==> src/rtl/remem_pkg.sv <==
// Shared definitions for the memristor memory execute-stage controller:
// opcode map, phase encodings and op-class helpers.
package remem_pkg;

  localparam int ROW_W = 5;

  localparam logic [6:0] OP_MLW    = 7'h60;
  localparam logic [6:0] OP_MSW    = 7'h61;
  localparam logic [6:0] OP_MOR    = 7'h62;
  localparam logic [6:0] OP_MAND   = 7'h63;
  localparam logic [6:0] OP_MXOR   = 7'h64;
  localparam logic [6:0] OP_MNOR   = 7'h65;
  localparam logic [6:0] OP_MNAND  = 7'h66;
  localparam logic [6:0] OP_MXNOR  = 7'h67;
  localparam logic [6:0] OP_MORM   = 7'h68;
  localparam logic [6:0] OP_MANDM  = 7'h69;
  localparam logic [6:0] OP_MXORM  = 7'h6A;
  localparam logic [6:0] OP_MNORM  = 7'h6B;
  localparam logic [6:0] OP_MNANDM = 7'h6C;
  localparam logic [6:0] OP_MXNORM = 7'h6D;

  // Phase numbering is shared by all ops; a store's first phase (value 0)
  // is its RESET step, logic-to-memory ops use all three in order.
  typedef enum logic [1:0] {
    PH_READ  = 2'd0,
    PH_RESET = 2'd1,
    PH_SET   = 2'd2
  } phase_e;

  typedef struct packed {
    logic read_or;
    logic and_g;
    logic xor_g;
    logic inv;
  } gates_t;

  // Ops that read (or combine) rows and return a result to the register file.
  function automatic logic is_read(input logic [6:0] op);
    return (op == OP_MLW) || ((op >= OP_MOR) && (op <= OP_MXNOR));
  endfunction

  function automatic logic is_store(input logic [6:0] op);
    return (op == OP_MSW);
  endfunction

  // Logic ops whose result is written back into the array.
  function automatic logic is_mem_op(input logic [6:0] op);
    return (op >= OP_MORM) && (op <= OP_MXNORM);
  endfunction

  // Last phase of each op class; unknown opcodes never leave phase 0.
  function automatic phase_e final_phase(input logic [6:0] op);
    phase_e ph;
    if (is_store(op)) begin
      ph = PH_RESET;
    end else if (is_mem_op(op)) begin
      ph = PH_SET;
    end else begin
      ph = PH_READ;
    end
    return ph;
  endfunction

  // Gate enables used during the read/compute phase of an op.
  function automatic gates_t gate_map(input logic [6:0] op);
    gates_t g;
    g = '{read_or: 1'b0, and_g: 1'b0, xor_g: 1'b0, inv: 1'b0};
    case (op)
      OP_MLW, OP_MOR, OP_MORM:      g.read_or = 1'b1;
      OP_MAND, OP_MANDM:            g.and_g   = 1'b1;
      OP_MXOR, OP_MXORM:            g.xor_g   = 1'b1;
      OP_MNOR, OP_MNORM: begin
        g.read_or = 1'b1;
        g.inv     = 1'b1;
      end
      OP_MNAND, OP_MNANDM: begin
        g.and_g = 1'b1;
        g.inv   = 1'b1;
      end
      OP_MXNOR, OP_MXNORM: begin
        g.xor_g = 1'b1;
        g.inv   = 1'b1;
      end
      default: g = '{read_or: 1'b0, and_g: 1'b0, xor_g: 1'b0, inv: 1'b0};
    endcase
    return g;
  endfunction

endpackage

==> src/rtl/remem_onehot_dec.sv <==
// Row index to one-hot row select decoder.
module remem_onehot_dec
  import remem_pkg::*;
#(
  parameter int ROWS = 32
) (
  input  logic [ROW_W-1:0] idx,
  output logic [ROWS-1:0]  onehot
);

  // Set exactly the bit addressed by idx.
  always_comb begin
    onehot      = {ROWS{1'b0}};
    onehot[idx] = 1'b1;
  end

endmodule

==> src/rtl/remem_controller.sv <==
// Execute-stage controller for the memristor in-memory-computing array:
// decodes the E-stage instruction, sequences multi-cycle writes with a
// pipeline stall and returns read/logic results aligned to W.
module remem_controller
  import remem_pkg::*;
#(
  parameter int ROWS = 32,
  parameter int XLEN = 32
) (
  input  logic            clk,
  input  logic            rst_n,
  input  logic [31:0]     instruction,
  input  logic [XLEN-1:0] in_data,
  input  logic [XLEN-1:0] in_buffer_data,
  output logic [ROWS-1:0] out_data_sel_1,
  output logic [ROWS-1:0] out_data_sel_2,
  output logic [XLEN-1:0] control,
  output logic [ROWS-1:0] word,
  output logic            read_or_gate,
  output logic            and_gate,
  output logic            xor_gate,
  output logic            inv_gate,
  output logic            stall,
  output logic [XLEN-1:0] read_data
);

  logic [6:0]       opcode_s;
  logic [ROW_W-1:0] rd_s;
  logic [ROW_W-1:0] ra_s;
  logic [ROW_W-1:0] rb_s;
  logic [ROWS-1:0]  onehot_a_s;
  logic [ROWS-1:0]  onehot_b_s;
  logic [ROWS-1:0]  onehot_rd_s;
  gates_t           gates_s;

  phase_e           phase_r;
  phase_e           phase_s;
  phase_e           phase_nxt_s;
  logic [31:0]      instr_r;
  logic [XLEN-1:0]  op_buf_r;
  logic [XLEN-1:0]  m_data_r;
  logic [XLEN-1:0]  w_data_r;

  assign opcode_s = instruction[6:0];
  assign rd_s     = instruction[11:7];
  assign ra_s     = instruction[19:15];
  assign rb_s     = instruction[24:20];
  assign gates_s  = gate_map(opcode_s);

  remem_onehot_dec #(.ROWS(ROWS)) u_dec_a  (.idx(ra_s), .onehot(onehot_a_s));
  remem_onehot_dec #(.ROWS(ROWS)) u_dec_b  (.idx(rb_s), .onehot(onehot_b_s));
  remem_onehot_dec #(.ROWS(ROWS)) u_dec_rd (.idx(rd_s), .onehot(onehot_rd_s));

  // Effective phase: a new instruction arriving mid-sequence starts fresh.
  always_comb begin
    phase_s = phase_r;
    if ((phase_r != PH_READ) && (instruction != instr_r)) begin
      phase_s = PH_READ;
    end else begin
      phase_s = phase_r;
    end
  end

  // Next phase: step until the op's final phase, then wrap to phase 0.
  always_comb begin
    phase_nxt_s = PH_READ;
    if (phase_s != final_phase(opcode_s)) begin
      case (phase_s)
        PH_READ:  phase_nxt_s = PH_RESET;
        PH_RESET: phase_nxt_s = PH_SET;
        default:  phase_nxt_s = PH_READ;
      endcase
    end else begin
      phase_nxt_s = PH_READ;
    end
  end

  // Phase register and last-seen instruction for change detection.
  always_ff @(posedge clk or negedge rst_n) begin
    if (!rst_n) begin
      phase_r <= PH_READ;
      instr_r <= 32'h0000_0000;
    end else begin
      phase_r <= phase_nxt_s;
      instr_r <= instruction;
    end
  end

  // Array drive decode from (opcode, phase); everything low while in reset.
  always_comb begin
    out_data_sel_1 = {ROWS{1'b0}};
    out_data_sel_2 = {ROWS{1'b0}};
    control        = {XLEN{1'b0}};
    word           = {ROWS{1'b0}};
    read_or_gate   = 1'b0;
    and_gate       = 1'b0;
    xor_gate       = 1'b0;
    inv_gate       = 1'b0;
    stall          = 1'b0;
    if (!rst_n) begin
      stall = 1'b0;
    end else if (is_read(opcode_s)) begin
      if (phase_s == PH_READ) begin
        // MLW reads a single row, addressed by the row B field.
        if (opcode_s == OP_MLW) begin
          out_data_sel_1 = onehot_b_s;
        end else begin
          out_data_sel_1 = onehot_a_s;
          out_data_sel_2 = onehot_b_s;
        end
        read_or_gate = gates_s.read_or;
        and_gate     = gates_s.and_g;
        xor_gate     = gates_s.xor_g;
        inv_gate     = gates_s.inv;
      end else begin
        stall = 1'b0;
      end
    end else if (is_store(opcode_s)) begin
      case (phase_s)
        PH_READ: begin
          word  = onehot_rd_s;
          stall = 1'b1;
        end
        PH_RESET: begin
          word    = onehot_rd_s;
          control = in_data;
        end
        default: stall = 1'b0;
      endcase
    end else if (is_mem_op(opcode_s)) begin
      case (phase_s)
        PH_READ: begin
          out_data_sel_1 = onehot_a_s;
          out_data_sel_2 = onehot_b_s;
          read_or_gate   = gates_s.read_or;
          and_gate       = gates_s.and_g;
          xor_gate       = gates_s.xor_g;
          inv_gate       = gates_s.inv;
          stall          = 1'b1;
        end
        PH_RESET: begin
          word  = onehot_rd_s;
          stall = 1'b1;
        end
        PH_SET: begin
          word    = onehot_rd_s;
          control = op_buf_r;
        end
        default: stall = 1'b0;
      endcase
    end else begin
      stall = 1'b0;
    end
  end

  // Hold the logic result of a memory-destined op until its SET phase.
  always_ff @(posedge clk or negedge rst_n) begin
    if (!rst_n) begin
      op_buf_r <= {XLEN{1'b0}};
    end else if (is_mem_op(opcode_s) && (phase_s == PH_READ)) begin
      op_buf_r <= in_buffer_data;
    end
  end

  // E->M->W result pipeline; M captures only on a read op's READ phase.
  always_ff @(posedge clk or negedge rst_n) begin
    if (!rst_n) begin
      m_data_r <= {XLEN{1'b0}};
      w_data_r <= {XLEN{1'b0}};
    end else begin
      if (is_read(opcode_s) && (phase_s == PH_READ)) begin
        m_data_r <= in_buffer_data;
      end
      w_data_r <= m_data_r;
    end
  end

  assign read_data = w_data_r;

endmodule

==> config.mk <==
export PLATFORM = sky130hd
export DESIGN_NAME = remem_controller
export DESIGN_NICKNAME = d
export VERILOG_FILES = /design/src/rtl/remem_pkg.sv /design/src/rtl/remem_onehot_dec.sv /design/src/rtl/remem_controller.sv
export SDC_FILE = /design/constraint.sdc
export NUM_CORES = 1
export LEC_CHECK = 0
export ABC_AREA = 1
export CAP_MARGIN = 15
export CELL_PAD_IN_SITES_DETAIL_PLACEMENT = 2
export CELL_PAD_IN_SITES_GLOBAL_PLACEMENT = 2
export CORE_ASPECT_RATIO = 0.7
export CORE_MARGIN = 2
export CORE_UTILIZATION = 22
export CTS_CLUSTER_DIAMETER = 40
export DETAILED_ROUTE_END_ITERATION = 8
export GPL_TIMING_DRIVEN = 0
export MAX_ROUTING_LAYER = met4
export PLACE_DENSITY = 0.78
export SYNTH_ARGS = -nofsm -noshare
export SYNTH_HDL_FRONTEND = slang
export SYNTH_SLANG_ARGS = --single-unit
==> constraint.sdc <==
create_clock -name clk -period 3.65 [get_ports clk]
set_input_delay 0.9125 -clock clk [delete_from_list [all_inputs] [get_ports clk]]
set_output_delay 0.9125 -clock clk [all_outputs]
set_load 0.01 [all_outputs]
==> metrics, run 1 <==
placed cell count=1622; Filler Cell Count=3422; dominant register cell in the synthesized netlist=dfrtp_1; count of synthesis-stage warnings from yosys=0; capture endpoint of the worst hold path=read_data[1]; Gate Count Post-Synth=939; synthesized-area fraction occupied by ao, oa, aoi and oai cells=14.4%; sequential fraction of the synthesis area=46.2%; Clock Skews=0.00792 ns; I/O pin total=263; area of placed instances=10200 um^2; wire length of the first global-routing pass=51800 um; number of buffer cells added on primary ports=262; Total Neg Setup Slack=-20.23 ns; max-slew violation total from the final report=0; multi-input combinational cell area=4460 um^2; kind of start point of the critical path=input port; HPWL Detailed=24900 um; DRT iter0 DRCs=333; area inside the core boundary=31400 um^2; unrepaired setup endpoints after global routing=yes; critical path fanouts, max=6; final weighted congestion in routability-driven placement=0.887; reported max-cap violation count=0; count of distinct cell types in the synthesized netlist=34; multiplexer share of the synthesized area=0%; root cell of the clock tree=clkbuf_16; initial antenna violation count=4; Final Cell Area=12600 um^2; count of vias placed by the detailed router=8074; area growth from synthesis to layout=78.6%; flip-flop and latch area=3250 um^2; pin count of the biggest net entering global routing=85; critical-path cell list=buf_4, xnor2_2, nand2_1, nor2_1, nand2_1, nor2_4, nand3_4, inv_2, ha_4, buf_4, clkbuf_16, clkbuf_16, buf_6, nand3_2, a21oi_2, buf_2; critical path endpoint category=output port; Hold/Removal Path Class=reg -> reg; reg2reg setup slack=0.91 ns; maximum frequency from static timing analysis=255 MHz; outcome=finished, violations left; deepest level of the CTS H-tree=4; DRC=0; clock period minus final worst setup slack=3.92 ns; Final Hold Fails=0; Worst Path Class, Setup=in -> out; Post-Syn Area per Cell=7.50 um^2; path depth of the worst reg2reg path=12; EDFF count, synth=0; post-synthesis share of cell area spent on xor and xnor gates=2.61%; Slew @ Worst Pin=0.819 ns; required time of the critical path=2.74 ns; horizontal die dimension=218 um; Final Util=40.1%; period utilisation layout=107%; number of nets at the end of the flow=1382; synthesized area=7040 um^2; TritonCTS clock tree=yes; GRT Residual Overflow=0; final routed wire length divided by cell count=21.1 um; number of routed nets with antenna violations=0; die span in y=154 um; vias in the first global route=8500; HP Start=m_data_r[1]; capturing point of the worst reg2reg path=m_data_r[31]; maximum buffer depth of the clock tree=2; Pwr per Cell Area=354 nW/um^2; Inserted Clock Buffers=17; placement row count=54; via/cell ratio=4.71; clock latency at the later pin of the worst-skew pair=0.44 ns; starting density of the core=22.5%; hold path depth=0; count of non-filler cells in the finished layout=1716; Slew headroom=45.4%; proportion of layout cells with a drive suffix above 1=42.5%; violated checks=setup timing; basic-gate share of the synthesized area counting and, or, nand and nor cells=27.3%; standby leakage power=5.89 nW; Critical Path Max Stage Delay=0.24 ns; hold-fix buffer count after cts=0; area of the die=33500 um^2; total wirelength of the detailed-routed design=36200 um; arrival time at the worst endpoint=3.00 ns; Clock Sink Count=130; FFs w/ async S/R, synth=100%; pre-CTS setup slack=-1.95 ns; adder and majority gate portion of the synthesized area=0.533%; slowest cell on the critical path=nor2_4; worst setup margin=-0.267 ns; global-route usage over all layers=21.0%; VDD IR max=0.000203 V; syn_nets=1040; Yosys reg bits=130; DR pass1 iterations=4; startpoint of the worst register-to-register path=instr_r[14]; largest family of logic cells by synthesized area=simple AND/OR/NAND/NOR gates; clock-pin slew on the worst setup and hold paths=0.06 ns; final setup violation count=128
-- area by class of cell --
type | instances | share of cell area, %
Antenna cell | 4 | 0.0796
Buffer | 46 | 3.27
Clock buffer | 22 | 3.85
Clock inverter | 8 | 0.825
Inverter | 96 | 3.22
Multi-Input combinational cell | 664 | 35.5
Sequential cell | 130 | 25.9
Tap cell | 420 | 4.18
Timing Repair Buffer | 326 | 23.3
-- cell usage in the layout, fill, tap and decap left out, types with 4 or more instances in the layout --
cell	n
a21oi_1	17
a21oi_2	49
buf_12	14
buf_2	128
buf_4	41
buf_6	54
buf_8	11
clkbuf_1	8
clkbuf_16	25
clkbuf_8	5
clkdlybuf4s50_1	96
clkinv_4	4
dfrtp_1	130
diode_2	4
inv_1	76
inv_2	13
nand2_1	183
nand2_2	31
nand2_4	43
nand3_1	29
nand3_2	17
nand3_4	6
nor2_1	60
nor2_2	26
nor2_4	25
nor3_1	22
o211ai_1	28
o21ai_0	40
o21ai_1	34
xnor2_1	4
xnor2_2	13
xnor2_4	4
-- where the power goes --
part	leakage, nW	switching [W]	total [W]	internal (W)
combinational	3.99	0.000470	0.000891	0.000422
clock	0.288	0.000676	0.00175	0.00107
sequential	1.60	0.000136	0.00182	0.00168
total	5.89	0.00128	0.00445	0.00317
-- Yosys cell counts, types with 2 or more instances --
library cell  number  share of area (%)
nand3_1           52                3.7
nor2_4             3               0.48
nor3b_1            2               0.21
a22o_1             2               0.25
nand2_2            6               0.53
a21oi_1           68                4.8
o211ai_1          28                3.0
nand2_1          252                 13
o21ai_0           40                2.8
ha_1               3               0.53
o21ai_1           34                2.4
o21ai_2            3               0.37
buf_2             26                1.8
nor3_1            25                1.8
nor3_2             2               0.28
nand4_2            3               0.53
nor2_1           108                5.8
buf_4              8               0.85
buf_6              3               0.48
inv_2              6               0.32
nand4_1            3               0.27
o22ai_1            2               0.18
xnor2_1           21                2.6
inv_1             90                4.8
clkbuf_1          11               0.59
dfrtp_1          130                 46
-- state kept, by name, summed over array words and instances (netlist names) --
name	count
op_buf_r	32
read_data	32
instr_r	32
m_data_r	32
phase_r	2
-- worst max-delay path: cells and delay by family --
kind | cells | cell delay [ns]
AOI/OAI and AO/OA | 1 | 0.14
buffers and inverters | 7 | 0.93
adders and majority gates | 1 | 0.15
and+or+nand+nor | 6 | 0.76
xor gates and xnor gates | 1 | 0.12
-- what timing repair did --
item | CTS | global route
gates cloned | 5 | 7
endpoints found under the hold margin | 0 | 0
gates resized for setup | 797 | 363
pin swaps | 51 | 74
endpoints found under the setup margin | 164 | 133
buffers inserted | 35 | 18
-- how the worst max path moves through the flow --
stage	start	to	slack [ns]	cells after the start
global route	instruction[15]	out_data_sel_2[26]	-0.39	17
global placement	rst_n	word[2]	-5.45	7
finish	instruction[15]	control[5]	-0.27	16
floorplan	instruction[17]	word[28]	0.02	13
CTS	instruction[14]	word[28]	-0.25	16
detailed placement	instruction[16]	control[2]	-1.95	14
-- through the flow --
stage,hold WS (ns),power [W]
final,0.373,0.00445
after detailed placement,0.363,0.00256
after floorplan,0.354,0.00209
after global routing,0.384,0.00465
after CTS,0.372,0.00437
after global placement,0.359,0.00253
-- cells by family (layout without fill, tap and decap cells) --
family / after synthesis / count (layout)
and+or+nand+nor: 458 / 458
adders and majority gates: 3 / 3
DFF: 130 / 130
xor gates and xnor gates: 21 / 21
buffers and inverters: 145 / 498
other: 0 / 4
AOI/OAI and AO/OA: 182 / 182
-- routing by layer --
layer  vias to the layer above  share of wire, %  GRT usage (%)
li1                       3719                 -              -
met1                      4107                47           29.1
met2                       207                45           30.9
met3                        41               5.4           4.09
met4                         0               2.2           5.96
met5                         -                 0              -
Power figures use the tool's default switching activity.
==> inputs of run 2 (changes only) <==
--- a/config.mk
+++ b/config.mk
@@ -20,3 +20,4 @@
 export SYNTH_ARGS = -nofsm -noshare
 export SYNTH_HDL_FRONTEND = slang
 export SYNTH_SLANG_ARGS = --single-unit
+export TNS_END_PERCENT = 1
==> metrics, run 2 (synthesis gave the netlist of run 1 again) <==
pin count of the biggest net entering global routing=82; reported max-cap violation count=0; Slew @ Worst Pin=0.655 ns; path depth of the worst reg2reg path=16; global-route usage over all layers=21.0%; number of buffer cells added on primary ports=262; clock latency at the later pin of the worst-skew pair=0.44 ns; maximum frequency from static timing analysis=259 MHz; slowest cell on the critical path=ha_4; area of placed instances=10200 um^2; startpoint of the worst register-to-register path=instr_r[8]; buffers and inverters on the worst path=7; HP Start=m_data_r[0]; Inserted Clock Buffers=17; Clock Skews=0.0115 ns; initial antenna violation count=3; horizontal die dimension=218 um; deepest level of the CTS H-tree=4; total wirelength of the detailed-routed design=34200 um; final routed wire length divided by cell count=20.2 um; maximum buffer depth of the clock tree=2; critical-path cell list=buf_4, inv_2, nand2_1, nand2_2, nand2_4, nor2_4, nand2_2, nor2_4, nand3_4, ha_4, clkinv_4, nor2_4, inv_2, o21ai_4, nand2_4, buf_6, buf_6, nor2_2, buf_2; HPWL Detailed=25400 um; hold path depth=0; Hold/Removal Path Class=reg -> reg; multi-input combinational cell area=3750 um^2; reg2reg setup slack=0.99 ns; number of gates on the worst path with buffers counted=19; area growth from synthesis to layout=59.0%; count of vias placed by the detailed router=7925; Critical Path Max Stage Delay=0.20 ns; GRT Residual Overflow=0; die span in y=154 um; outcome=finished, violations left; flip-flop and latch area=3250 um^2; VDD IR max=0.000254 V; violated checks=setup timing; most frequent cells in the layout=232 x nand2_1, 130 x dfrtp_1, 109 x buf_2, 96 x clkdlybuf4s50_1; critical path endpoint category=output port; Clock Sink Count=130; crit-path most repeated cell=nor2_4; vias in the first global route=8622; unrepaired setup endpoints after global routing=yes; leading cell type in the layout, fill and taps excluded=nand2_1; number of routed nets with antenna violations=0; root cell of the clock tree=clkbuf_16; area of the die=33500 um^2; DRC=0; placement row count=54; capture endpoint of the worst hold path=read_data[0]; Total Neg Setup Slack=-15.35 ns; Largest delay share family, worst path=simple AND/OR/NAND/NOR gates; kind of start point of the critical path=input port; period utilisation layout=106%; hold-fix buffer count after cts=0; Final Cell Area=11200 um^2; proportion of layout cells with a drive suffix above 1=32.2%; Slew headroom=56.3%; capturing point of the worst reg2reg path=op_buf_r[17]; starting density of the core=22.5%; max-slew violation total from the final report=0; TritonCTS clock tree=yes; final setup violation count=128; worst setup margin=-0.208 ns; via/cell ratio=4.68; area inside the core boundary=31400 um^2; number of nets at the end of the flow=1357; clock period minus final worst setup slack=3.86 ns; required time of the critical path=2.74 ns; DR pass1 iterations=4; final weighted congestion in routability-driven placement=0.883; Pwr per Cell Area=404 nW/um^2; clock-pin slew on the worst setup and hold paths=0.06 ns; DRT iter0 DRCs=418; Worst Path Class, Setup=in -> out; critical path fanouts, max=7; standby leakage power=5.06 nW; Filler Cell Count=3535; arrival time at the worst endpoint=2.95 ns; I/O pin total=263; Final Hold Fails=0; wire length of the first global-routing pass=51800 um
==> run 2: cell count changes in the layout (fill, tap and decap cells not counted), moves of 19 or more <==
cell / previous run / this run
nor2_1: 60 / 80
buf_2: 128 / 109
a21oi_1: 17 / 41
a21oi_2: 49 / 27
nand2_1: 183 / 232
buf_6: 54 / 30
clkbuf_2: 3 / 52
nand2_4: 43 / 8
==> run 2: worst max path at each step <==
stage / from / end / slack [ns]
6_report: instruction[20] / out_data_sel_2[27] / -0.21
5_1_grt: instruction[15] / word[13] / -0.31
4_1_cts: instruction[4] / control[25] / -0.39
3_5_place_dp: instruction[16] / control[2] / -2.32
3_3_place_gp: rst_n / control[2] / -5.48
2_1_floorplan: instruction[17] / control[10] / -0.06
==> run 2: layout make-up <==
class                   instances  area share (%)
flip-flops and latches        130            29.1
multi-input cells             664            33.5
diodes                          3          0.0670
clock buffers                  21            4.20
clock inverters                11            1.55
plain buffers                  48            3.33
well taps                     420            4.69
inverters                      96            3.40
repair buffers                299            20.2
==> run 2: timing repair <==
action | CTS | global route
resized for setup | 549 | 286
endpoints found under the setup margin | 194 | 133
pin swaps | 27 | 61
setup buffers | 24 | 9
gates cloned | 3 | 0
hold endpoints to repair | 0 | 0
==> run 2: through the flow <==
stage	hold slack, ns	setup WS [ns]	power, W	cells	util [%]
detailed placement	0.363	-2.32	0.00257	1622	32.6
global route	0.383	-0.315	0.00474	1692	35.7
finish	0.372	-0.208	0.00452	1692	35.7
global placement	0.356	-5.48	0.00253	1621	32.5
floorplan	0.354	-0.0597	0.00209	939	-
CTS	0.378	-0.386	0.00453	1680	35.4
==> run 2: power breakdown <==
group	internal [W]	switching (W)
sequential	0.00168	0.000121
clock	0.00120	0.000709
combinational	0.000377	0.000436
==> run 2: routing by layer <==
metal / share of wire (%) / track usage (%) / vias to the layer above
met2: 45 / 31.9 / 197
met4: 1.7 / 4.92 / 0
met5: 0 / - / -
met3: 4.9 / 4.45 / 39
met1: 48 / 28.5 / 4016
li1: - / - / 3673
==> inputs of run 3 (changes only) <==
--- a/config.mk
+++ b/config.mk
@@ -10,13 +10,14 @@
 export CELL_PAD_IN_SITES_DETAIL_PLACEMENT = 2
 export CELL_PAD_IN_SITES_GLOBAL_PLACEMENT = 2
 export CORE_ASPECT_RATIO = 0.7
-export CORE_MARGIN = 2
+export CORE_MARGIN = 8
 export CORE_UTILIZATION = 22
 export CTS_CLUSTER_DIAMETER = 40
 export DETAILED_ROUTE_END_ITERATION = 8
 export GPL_TIMING_DRIVEN = 0
 export MAX_ROUTING_LAYER = met4
 export PLACE_DENSITY = 0.78
+export SETUP_SLACK_MARGIN = 0.3
 export SYNTH_ARGS = -nofsm -noshare
 export SYNTH_HDL_FRONTEND = slang
 export SYNTH_SLANG_ARGS = --single-unit
==> metrics, run 3 (synthesis gave the netlist of run 1 again) <==
HPWL Detailed=27300 um; wire length of the first global-routing pass=54100 um; required time of the critical path=2.74 ns; area of the die=38100 um^2; horizontal die dimension=230 um; count of vias placed by the detailed router=7850; initial antenna violation count=2; net switching power figure=0.00131 W; reported max-cap violation count=0; Inserted Clock Buffers=17; maximum buffer depth of the clock tree=2; VDD IR max=0.000250 V; maximum frequency from static timing analysis=258 MHz; number of nets at the end of the flow=1349; number of buffer cells added on primary ports=262; Filler Cell Count=3559; final setup violation count=126; startpoint of the worst register-to-register path=instr_r[6]; clock period minus final worst setup slack=3.88 ns; clock-pin slew on the worst setup and hold paths=0.07 ns; period utilisation layout=106%; via/cell ratio=4.67; hold-fix buffer count after cts=0; final routed wire length divided by cell count=21.2 um; max-slew violation total from the final report=0; DR pass1 iterations=4; GRT Residual Overflow=0; Worst Path Class, Setup=in -> out; relative contribution of combinational cells to total power=19.2%; kind of start point of the critical path=input port; global-route usage over all layers=18.9%; Final Power=0.00434 W; Crit. Startpoint=instruction[2]; worst setup margin=-0.232 ns; pin count of the biggest net entering global routing=50; most frequent cells in the layout=234 x nand2_1, 145 x buf_2, 130 x dfrtp_1, 96 x clkdlybuf4s50_1, 84 x nor2_1; TritonCTS clock tree=yes; proportion of layout cells with a drive suffix above 1=30.5%; final weighted congestion in routability-driven placement=0.871; arrival time at the worst endpoint=2.97 ns; DRT iter0 DRCs=305; clock latency at the later pin of the worst-skew pair=0.44 ns; pre-CTS setup slack=-1.67 ns; unrepaired setup endpoints after global routing=yes; count of non-filler cells in the finished layout=1682; Clock Sink Count=130; Slew @ Worst Pin=0.672 ns; Pint=0.00303 W; area growth from synthesis to layout=58.3%; portion of total power attributed to the clock network=39.3%; part of the total power dissipated in sequential elements=41.5%; number of routed nets with antenna violations=0; critical path endpoint category=output port; deepest level of the CTS H-tree=4; placement row count=54; outcome=finished, violations left; Final Hold Fails=0; Switching Fraction=30.2%; critical path fanouts, max=10; root cell of the clock tree=clkbuf_16; I/O pin total=263; placed cell count=1622; Hold/Removal Path Class=in -> async; DRC=0; vias in the first global route=8721; starting density of the core=22.5%; die span in y=166 um; leading cell type in the layout, fill and taps excluded=nand2_1; Pwr per Cell Area=389 nW/um^2; violated checks=setup timing; Clock Skews=0.00789 ns; total wirelength of the detailed-routed design=35700 um; area inside the core boundary=31400 um^2; standby leakage power=5.07 nW; Final Util=35.6%; Slew headroom=55.2%
==> run 3: cell count changes in the layout (fill, tap and decap cells not counted), moves of 6 or more <==
cell           before  now
buf_8               2    8
inv_6               2    8
dlygate4sd2_1       1    9
buf_6              30   19
a21oi_1            41   50
clkbuf_2           52    1
buf_2             109  145
a21oi_2            27   18
==> run 3: layout make-up <==
type,instances,area (um^2),share of cell area [%]
multi-input cells,664,3690,33.1
flip-flops and latches,130,3250,29.2
repair buffers,290,2310,20.7
well taps,420,526,4.71
clock buffers,17,425,3.82
plain buffers,49,402,3.60
inverters,96,388,3.48
clock inverters,15,148,1.32
diodes,1,2.50,0.0224
==> run 3: power by group through the flow <==
stage               logic [W]  registers, W  clock network (W)
detailed placement   0.000769       0.00182                  0
finish               0.000833       0.00180            0.00170
global route         0.000909       0.00183            0.00182
global placement     0.000736       0.00181                  0
CTS                  0.000826       0.00180            0.00176
floorplan            0.000267       0.00183                  0
==> run 3: per-layer routing <==
metal  part of all wire, %  wire length [um]  track usage (%)
met1                    45             16100             23.8
met2                    49             17300             30.3
met3                   4.8              1730             4.54
met4                   1.5               532             4.56
met5                     0                 0                -
==> run 3: what timing repair did <==
item                       in CTS  in global routing
pin swaps                      66                 35
setup buffers                  23                  2
gates resized for setup       791                 56
cloned                          2                  0
setup endpoints to repair     197                133
==> run 3: path summary, 6_finish.rpt <==
kind / end / slack [ns] / cells past startpoint
worst min-delay path: op_buf_r[17] / 0.34 / 1
worst max register to register: m_data_r[12] / 1.00 / 11
worst min register to register: read_data[0] / 0.38 / 0
max in group asynchronous: m_data_r[21] / 2.61 / 2
worst max-delay path: out_data_sel_2[7] / -0.23 / 16
min in group clk: read_data[0] / 0.38 / 0
==> run 3: worst max-delay path: stages <==
cell           delay, ns
buf_12              0.11
xnor2_4             0.17
nand2_2             0.09
nor2_4              0.15
nand2_2             0.08
nor2_4              0.21
nand3_4             0.15
ha_4                0.22
clkinv_4            0.07
nor2_4              0.04
inv_2               0.08
o21ai_4             0.07
nand2_4             0.09
buf_6               0.15
nor2_2              0.06
dlygate4sd2_1       0.29
==> run 3: metrics by stage <==
| stage | area (um^2) | hold WS [ns] | setup TNS, ns |
|---|---|---|---|
| after floorplan | 7150 | 0.354 | 0 |
| final | 11100 | 0.341 | -16.66 |
| after CTS | 11000 | 0.324 | -13.06 |
| after detailed placement | 10300 | 0.364 | -220.69 |
| after global placement | 10300 | 0.359 | -1236.86 |
| after global routing | 11100 | 0.330 | -32.95 |
